[src/rtl/mux_select_arbiter_pkg.sv]
// Shared encodings for the datapath mux arbiters: FSM state codes and source IDs.
package mux_select_arbiter_pkg;

    typedef enum logic [1:0] {
        ST_IDLE    = 2'd0,
        ST_GNT_ONE = 2'd1,
        ST_GNT_TWO = 2'd2
    } arb_state_t;

    localparam logic SRC_ONE = 1'b0;
    localparam logic SRC_TWO = 1'b1;

endpackage

[src/rtl/mux_select_arbiter_hold_counter.sv]
// Grant hold counter: counts cycles of the current grant and flags when the
// preemption threshold (HOLD_MAX-1) is reached.
module mux_select_arbiter_hold_counter #(
    parameter int HOLD_MAX = 8,
    parameter int CNT_W    = 4
) (
    input  logic i_clk,
    input  logic i_rst,
    input  logic i_clear,
    input  logic i_enable,
    input  logic i_saturate,
    output logic o_limit
);

    // With preemption disabled the counter simply parks at its maximum value.
    localparam logic [CNT_W-1:0] LIMIT = (HOLD_MAX == 0) ? {CNT_W{1'b1}}
                                                         : CNT_W'(HOLD_MAX - 1);

    logic [CNT_W-1:0] r_cnt;

    always_ff @(posedge i_clk) begin
        if (i_rst || i_clear) begin
            r_cnt <= '0;
        end else if (i_enable && !(i_saturate && (r_cnt == LIMIT))) begin
            r_cnt <= r_cnt + CNT_W'(1);
        end
    end

    assign o_limit = (HOLD_MAX != 0) && (r_cnt == LIMIT);

endmodule

[src/rtl/mux_select_arbiter.sv]
// Two-source round-robin arbiter driving the select line of the shared 2:1 mux
// bank, with hold-limit preemption under contention.
module mux_select_arbiter
    import mux_select_arbiter_pkg::*;
#(
    parameter int HOLD_MAX = 8,
    parameter int CNT_W    = 4
) (
    input  logic in_clk,
    input  logic in_rst,
    input  logic in_req_one,
    input  logic in_req_two,
    output logic ou_grant_one,
    output logic ou_grant_two,
    output logic ou_select,
    output logic ou_busy,
    output logic ou_timeout
);

    arb_state_t r_state;
    arb_state_t w_next;
    logic       r_last_served;
    logic       r_grant_one;
    logic       r_grant_two;
    logic       r_select;
    logic       r_busy;
    logic       r_timeout;
    logic       w_req_one;
    logic       w_req_two;
    logic       w_preempt;
    logic       w_contend;
    logic       w_limit;

    // An if-condition treats X/Z as false, so unknown requests read as idle.
    always_comb begin
        w_req_one = 1'b0;
        w_req_two = 1'b0;
        if (in_req_one) w_req_one = 1'b1;
        if (in_req_two) w_req_two = 1'b1;
    end

    assign w_contend = ((r_state == ST_GNT_ONE) && w_req_two) ||
                       ((r_state == ST_GNT_TWO) && w_req_one);

    always_comb begin
        w_next    = r_state;
        w_preempt = 1'b0;
        case (r_state)
            ST_IDLE: begin
                if (w_req_one && w_req_two) begin
                    w_next = (r_last_served == SRC_ONE) ? ST_GNT_TWO : ST_GNT_ONE;
                end else if (w_req_one) begin
                    w_next = ST_GNT_ONE;
                end else if (w_req_two) begin
                    w_next = ST_GNT_TWO;
                end
            end
            ST_GNT_ONE: begin
                if (!w_req_one) begin
                    w_next = w_req_two ? ST_GNT_TWO : ST_IDLE;
                end else if (w_limit && w_req_two) begin
                    w_next    = ST_GNT_TWO;
                    w_preempt = 1'b1;
                end
            end
            ST_GNT_TWO: begin
                if (!w_req_two) begin
                    w_next = w_req_one ? ST_GNT_ONE : ST_IDLE;
                end else if (w_limit && w_req_one) begin
                    w_next    = ST_GNT_ONE;
                    w_preempt = 1'b1;
                end
            end
            default: w_next = ST_IDLE;
        endcase
    end

    // Counter restarts on every change of owner, including direct handover.
    mux_select_arbiter_hold_counter #(
        .HOLD_MAX (HOLD_MAX),
        .CNT_W    (CNT_W)
    ) u_hold_counter (
        .i_clk      (in_clk),
        .i_rst      (in_rst),
        .i_clear    (w_next != r_state),
        .i_enable   (r_state != ST_IDLE),
        .i_saturate (!w_contend),
        .o_limit    (w_limit)
    );

    always_ff @(posedge in_clk) begin
        if (in_rst) begin
            r_state       <= ST_IDLE;
            r_last_served <= SRC_TWO;
            r_grant_one   <= 1'b0;
            r_grant_two   <= 1'b0;
            r_select      <= 1'b0;
            r_busy        <= 1'b0;
            r_timeout     <= 1'b0;
        end else begin
            r_state     <= w_next;
            r_grant_one <= (w_next == ST_GNT_ONE);
            r_grant_two <= (w_next == ST_GNT_TWO);
            r_busy      <= (w_next != ST_IDLE);
            r_timeout   <= w_preempt;
            if (w_next == ST_GNT_ONE) begin
                r_select <= 1'b0;
                if (r_state != ST_GNT_ONE) r_last_served <= SRC_ONE;
            end else if (w_next == ST_GNT_TWO) begin
                r_select <= 1'b1;
                if (r_state != ST_GNT_TWO) r_last_served <= SRC_TWO;
            end
        end
    end

    assign ou_grant_one = r_grant_one;
    assign ou_grant_two = r_grant_two;
    assign ou_select    = r_select;
    assign ou_busy      = r_busy;
    assign ou_timeout   = r_timeout;

endmodule

[config.mk]
export PLATFORM = sky130hd
export DESIGN_NAME = mux_select_arbiter
export DESIGN_NICKNAME = d
export VERILOG_FILES = /design/src/rtl/mux_select_arbiter_pkg.sv /design/src/rtl/mux_select_arbiter_hold_counter.sv /design/src/rtl/mux_select_arbiter.sv
export SDC_FILE = /design/constraint.sdc
export NUM_CORES = 1
export LEC_CHECK = 0
export ABC_AREA = 1
export CAP_MARGIN = 10
export CORE_AREA = 2 2 40 42
export DETAILED_ROUTE_END_ITERATION = 8
export DIE_AREA = 0 0 42 44
export DONT_BUFFER_PORTS = 1
export HOLD_SLACK_MARGIN = 0.12
export PLACE_DENSITY = 0.71
export SYNTH_ARGS = -nofsm -noshare
export SYNTH_HDL_FRONTEND = slang
export SYNTH_HIERARCHICAL = 1
export SYNTH_SLANG_ARGS = --single-unit
[constraint.sdc]
create_clock -name in_clk -period 2.6 [get_ports in_clk]
set_clock_uncertainty 0.1 [all_clocks]
set_input_delay 0.26 -clock in_clk [delete_from_list [all_inputs] [get_ports in_clk]]
set_output_delay 0.26 -clock in_clk [all_outputs]
set_load 0.02 [all_outputs]
==> results of run 1 <==
## synth_stat cells, types with 2 or more instances
master	number
nand2_1	22
nand3_1	7
ha_1	9
nand3_2	3
o21ai_1	2
dfxtp_1	12
nor2_1	15
a21oi_1	6
nand2_2	2
nand4_1	2
inv_1	12
## path summary, 6_finish.rpt
check	slack (ns)	cells past startpoint	end
worst max-delay path	0.55	12	r_last_served$_SDFFE_PP1P_
worst min register to register	0.41	2	r_last_served$_SDFFE_PP1P_
worst min-delay path	0.27	4	r_state[1]$_SDFF_PP0_
worst max register to register	0.55	12	r_last_served$_SDFFE_PP1P_
## worst reg2reg max path, stage by stage (launching register included)
cell and delay, ns:
dfxtp_1 0.39, ha_1 0.26, nand2_1 0.08, nor2_1 0.15
nand2_1 0.09, nand3_1 0.08, nand2_1 0.08, nand3_2 0.09
nand2_2 0.09, ha_1 0.31, nand2_1 0.05, a21oi_1 0.10
o21ai_1 0.07
## final cells by class
| class | instances | share of cell area, % |
|---|---|---|
| multi-input combinational | 75 | 54.64 |
| tap | 16 | 2.395 |
| sequential | 12 | 28.74 |
| clock buffer | 3 | 2.695 |
| inverter | 14 | 7.934 |
| timing repair buffer | 3 | 3.593 |
## logic make-up after synthesis
family	after synthesis	share of synthesized area [%]
buf+inv	16	10.45
simple gates	56	37.30
compound gates	10	6.913
flops	12	30.87
fa+ha+maj	9	14.47
## sequential cells by signal (all words and copies together), names as in the netlist
name	flops
r_last_served	1
ou_busy	1
r_state	2
ou_select	1
u_hold_counter/r_cnt	4
ou_timeout	1
ou_grant_one	1
ou_grant_two	1
## power by group through the flow
| stage | clock network (mW) | registers (mW) | logic [mW] |
|---|---|---|---|
| 6_report | 0.112 | 0.235 | 0.180 |
| 2_1_floorplan | 0 | 0.235 | 0.152 |
| 3_3_place_gp | 0 | 0.240 | 0.171 |
| 5_1_grt | 0.128 | 0.238 | 0.210 |
| 3_5_place_dp | 0 | 0.240 | 0.174 |
| 4_1_cts | 0.119 | 0.236 | 0.181 |
## stage by stage
step                      worst slack [ns]  util [%]
after floorplan                     0.7911         -
after global placement              0.5999     55.20
after detailed placement            0.5655     55.20
after CTS                           0.5375     58.91
after global routing                0.3299     58.91
final                               0.5451     58.91
## routing by layer
metal / track usage (%) / vias up / wire (um)
li1: - / 340 / -
met1: 18.72 / 288 / 592
met2: 28.13 / 12 / 693
met3: 7.500 / 3 / 59
met4: 5.806 / 0 / 13
met5: 0 / - / 0
==> qor.csv, run 1 <==
metric,value,unit
synth_fp_nets,116,
final_area,835.8,sq um
cp_num_buf_inv,0,
cp-start-kind,register,
max_slew.worst_pin.slew,0.4724,ns
cts.clk_slew.worst_paths,0.07,ns
synthCells,103,
layout_commonest_cell,nand2_1,
dp_cells,117,
start_util,54.85,%
cap_violations,0,
max_freq,486.6,MHz
cts_root_buf,clkbuf_4,
cts_resized,0,
ctsHoldBuffers,3,
cp_slowest_stage_delay,0.39,ns
dieHeight,44,um
min_from,in_req_two,
synth_cell_types,22,
synth_area_per_cell,7.556,sq um
min_period,2.055,ns
sequentialPowerShare,44.6,%
num_vias,643,
mostFrequentLayoutCells,"22 x nand2_1, 15 x nor2_1, 12 x inv_1, 12 x dfxtp_1, 9 x ha_1",
finalMaxSlewViolations,0,
yosysSeqAreaShare,30.87,%
vias_per_cell,5.228,
cp_cell_sequence,"ha_1, nand2_1, nor2_1, nand2_1, nand3_1, nand2_1, nand3_2, nand2_2, ha_1, nand2_1, a21oi_1, o21ai_1",
yosys.area.top_type,dfxtp_1,
total_power,0.5278,mW
grt_pass1_wl,2318,um
synth_top_area_share,30.87,%
synthFlopType,dfxtp_1,
async_reset_ff_share,0,%
cts.htree.levels,1,
switching_power,0.1969,mW
outcome,"complete, no violations",
drt_iter0_markers,13,
setup_violations,0,
num_rows,14,
finalHoldViolations,0,
insertedDiodeCount,0,
synth_edf_count,0,
postCtsSetupRepairBufs,0,
synth_seq_cells,12,
clockBufferDepth,2,
dr.pass1.iters,4,
leakagePower,0.3847,nW
grt_pass1_vias,578,
synthesis.area,778.2,sq um
path_max_fanout,6,
cp_top_family,simple AND/OR/NAND/NOR gates,
place_area,783.3,sq um
io_buffers,0,
whs,0.2711,ns
layout_worst_path_cycle_share,79.03,%
clkSinkCount,12,
p_clk_share,21.3,%
crit_top_cell,nand2_1,
criticalPathCategory,register to register,
core_area,1419,sq um
synth_area_leaders,"dfxtp_1 31%, ha_1 14%, nand2_1 11%",
grt-ovfl-total,0,
drt_wl_total,1359,um
drt-wirelength-per-cell,11.05,um
synth_warnings,6,
syn2layout_area_growth,7.396,%
clock_latency,0.27,ns
endpoint_kind,register,
fin_cells,123,
ant_nets,0,
cp.arrival,2.12,ns
cts_buffers,3,
num-fill-cells,127,
multiInputGateArea,456.7,sq um
final_nets,122,
drive_above_1_share,12.15,%
cp_slowest_cell,dfxtp_1,
rsz0062_at_grt,false,
grt_start_max_net_pins,10,
setup_tns,0,ns
drc,0,
r2r-start,u_hold_counter/r_cnt[0]$_SDFFE_PP0P_,
ir_worst_vdd,0.0003762,V
swShare,37.30,%
grt.total_usage,16.67,%
die_area,1848,sq um
relSlewSlack,68.40,%
io_pins,9,
internal_power,0.3309,mW
hold_class,input pin to register,
crit_start,u_hold_counter/r_cnt[0]$_SDFFE_PP0P_,
power.density,631.5,nW/um^2
cts_tree,yes,
pwr-share-comb,34.1,%
seq_area,240.2,sq um
place.gp.congestion,0.8257,
required,2.66,ns
place_hpwl,1021,um
die_w,42,um
antenna_found_initial,0,
No activity file was read; power rests on OpenSTA's default activity.
==> run 2, diff against run 1 <==
- CORE_AREA: 2 2 40 42 -> 2 2 41 43
- DIE_AREA: 0 0 42 44 -> 0 0 43 45
- PLACE_DENSITY: 0.71 -> 0.7
- clock period: 2.6 -> 1.85 ns (I/O delays scaled with it)
==> qor.csv, run 2 (synthesized netlist as in run 1, its figures left out) <==
metric,value,unit,change
regMostFlops,u_hold_counter/r_cnt,,
dieHeight,45,um,+2.3%
place_hpwl,1170,um,+15%
r2r-start,u_hold_counter/r_cnt[1]$_SDFFE_PP0P_,,
whs,-0.1301,ns,-0.4012 ns
top_regs,"u_hold_counter/r_cnt: 4 flops, r_state: 2 flops",,
crit_path_end,r_last_served$_SDFFE_PP1P_,,
finalHoldViolations,12,,+12
r2r-end,r_last_served$_SDFFE_PP1P_,,
grt_pass1_wl,2608,um,+13%
grt_pass1_vias,624,,+8.0%
drive_above_1_share,45.90,%,+34 points
cts.htree.levels,1,,unchanged
layout_worst_path_cycle_share,98.55,%,+20 points
ir_worst_vdd,0.0005199,V,+38%
cts_tree,yes,,
drc,0,,unchanged
cts_root_buf,clkbuf_4,,
antenna_found_initial,0,,unchanged
leakagePower,0.4886,nW,+27%
clkSinkCount,12,,unchanged
crit_start,u_hold_counter/r_cnt[1]$_SDFFE_PP0P_,,
core_area,1471,sq um,+3.7%
min_period,1.823,ns,-0.2318 ns
mostFrequentLayoutCells,"17 x buf_4, 15 x nand2_1, 13 x nor2_1, 10 x inv_1, 7 x dfxtp_1",,
pre_cts_ws,-0.02553,ns,-0.5910 ns
cp_slowest_cell,dfxtp_2,,
r2r_setup_slack,0.03,ns,-0.52 ns
met1_length,702,um,+19%
largest_reg_flops,4,,unchanged
grt-ovfl-total,0,,unchanged
setup_violations,0,,unchanged
num_rows,14,,unchanged
insertedDiodeCount,0,,unchanged
start_util,52.89,%,-2.0 points
clock_latency,0.27,ns,about the same
place.gp.congestion,0.8719,,+5.6%
grt.total_usage,17.68,%,+1.0 points
cp.arrival,1.89,ns,-0.23 ns
fin_ws,0.02686,ns,-0.5182 ns
drt_iter0_markers,11,,-2
cap_violations,0,,unchanged
final_nets,136,,+11%
required,1.91,ns,-0.75 ns
outcome,"complete, but fails checks",,
wl_met2,906,um,+31%
cp_slowest_stage_delay,0.36,ns,-0.03 ns
endpoint_kind,register,,
dp_cells,132,,+13%
max_slew.worst_pin.slew,0.2680,ns,-0.2044 ns
dr.pass1.iters,5,,+1
internal_power,0.6041,mW,+83%
drt_wl_total,1702,um,+25%
cp_cell_sequence,"ha_4, nand2_4, nor2_4, nand2_2, nand3_2, nand2_1, nand3_2, nand2_4, ha_4, nand2_2, a21oi_2, o21ai_1",,
swShare,36.50,%,-0.81 points
num-fill-cells,125,,-1.6%
path_max_fanout,5,,-1
violations,hold timing,,
relSlewSlack,82.11,%,+14 points
wl_met3,93,um,+58%
switching_power,0.3472,mW,+76%
criticalPathCategory,register to register,,
ant_nets,0,,unchanged
syn2layout_area_growth,38.42,%,
grt_start_max_net_pins,10,,unchanged
die_area,1935,sq um,+4.7%
pwr-share-comb,42.2,%,+8.1 points
cp-start-kind,register,,
vias_per_cell,5.246,,+0.36%
die_w,43,um,+2.4%
hold_class,input pin to register,,
finalMaxSlewViolations,0,,unchanged
max_freq,548.5,MHz,+13%
cts.clk_slew.worst_paths,0.08,ns,about the same
sequentialPowerShare,35.7,%,-8.9 points
rsz0062_at_grt,true,,
io_pins,9,,unchanged
layout_commonest_cell,buf_4,,
cts_buffers,3,,unchanged
fin_cells,138,,+12%
clockBufferDepth,2,,unchanged
top_layer,met3,,
rr_worst_depth,12,,unchanged
io_buffers,0,,unchanged
drt-wirelength-per-cell,12.33,um,+12%
num_vias,724,,+13%
power.density,883.1,nW/um^2,+40%
p_clk_share,22.1,%,+0.8 points
## run 2: changes by cell type in the layout (fill, tap and decap cells not counted), sizes merged
cell         before  now
buf               0   17
clkbuf            3    4
dlygate4sd3       3    0
## run 2: area by class of cell
type                       count  area (sq um)  area share, %
multi-input combinational     75         578.1          53.66
sequential                    12         249.0          23.11
timing repair buffer          17         127.6          11.85
inverter                      14         66.31          6.156
clock buffer                   4         36.28          3.368
tap                           16         20.02          1.858
## run 2: what timing repair did
| action | 4_1_cts | 5_1_grt |
|---|---|---|
| setup buffers | 0 | 2 |
| hold endpoints to repair | 12 | 12 |
| resized for setup | 5 | 29 |
| pin swaps | 0 | 18 |
| setup endpoints to repair | 3 | 8 |
## run 2: worst min-delay path by stage
| stage | start | to | slack, ns | cells after the start |
|---|---|---|---|---|
| global route | in_rst | r_state[1]$_SDFF_PP0_ | -0.15 | 1 |
| detailed placement | in_rst | ou_busy$_SDFF_PP0_ | 0.16 | 1 |
| CTS | in_rst | r_state[0]$_SDFF_PP0_ | -0.14 | 1 |
| global placement | in_rst | ou_busy$_SDFF_PP0_ | 0.16 | 1 |
| floorplan | in_rst | u_hold_counter/r_cnt[2]$_SDFFE_PP0P_ | 0.23 | 3 |
| finish | in_rst | r_state[0]$_SDFF_PP0_ | -0.13 | 1 |
## run 2: layer usage
metal  vias up  track usage [%]
li1        365                -
met1       340            22.55
met2        19            30.00
met3         0            6.400
met4         0            1.818
met5         -                0
## run 2: power by group through the flow
| stage | Clock, mW | Sequential, mW | Combinational (mW) |
|---|---|---|---|
| CTS | 0.215 | 0.328 | 0.326 |
| finish | 0.210 | 0.340 | 0.402 |
| floorplan | 0 | 0.331 | 0.213 |
| detailed placement | 0 | 0.333 | 0.319 |
| global placement | 0 | 0.332 | 0.311 |
| global route | 0.227 | 0.342 | 0.444 |
## run 2: stage by stage
| stage | power [mW] | util (%) | cell area (sq um) | TNS [ns] | hold WS [ns] |
|---|---|---|---|---|---|
| finish | 0.9513 | 73.21 | 1077 | 0 | -0.1301 |
| floorplan | 0.5438 | - | 778.2 | 0 | 0.2269 |
| CTS | 0.8691 | 64.29 | 945.9 | 0 | -0.1388 |
| detailed placement | 0.6519 | 60.88 | 895.9 | -0.03388 | 0.1556 |
| global route | 1.014 | 73.21 | 1077 | -0.1459 | -0.1499 |
| global placement | 0.6431 | 60.88 | 895.9 | 0 | 0.1555 |
## run 2: critical path, delay by kind of cell (launching register included)
kind / cells / cell delay (ns)
simple gates: 8 / 0.62
flops: 1 / 0.36
compound gates: 2 / 0.18
fa+ha+maj: 2 / 0.43
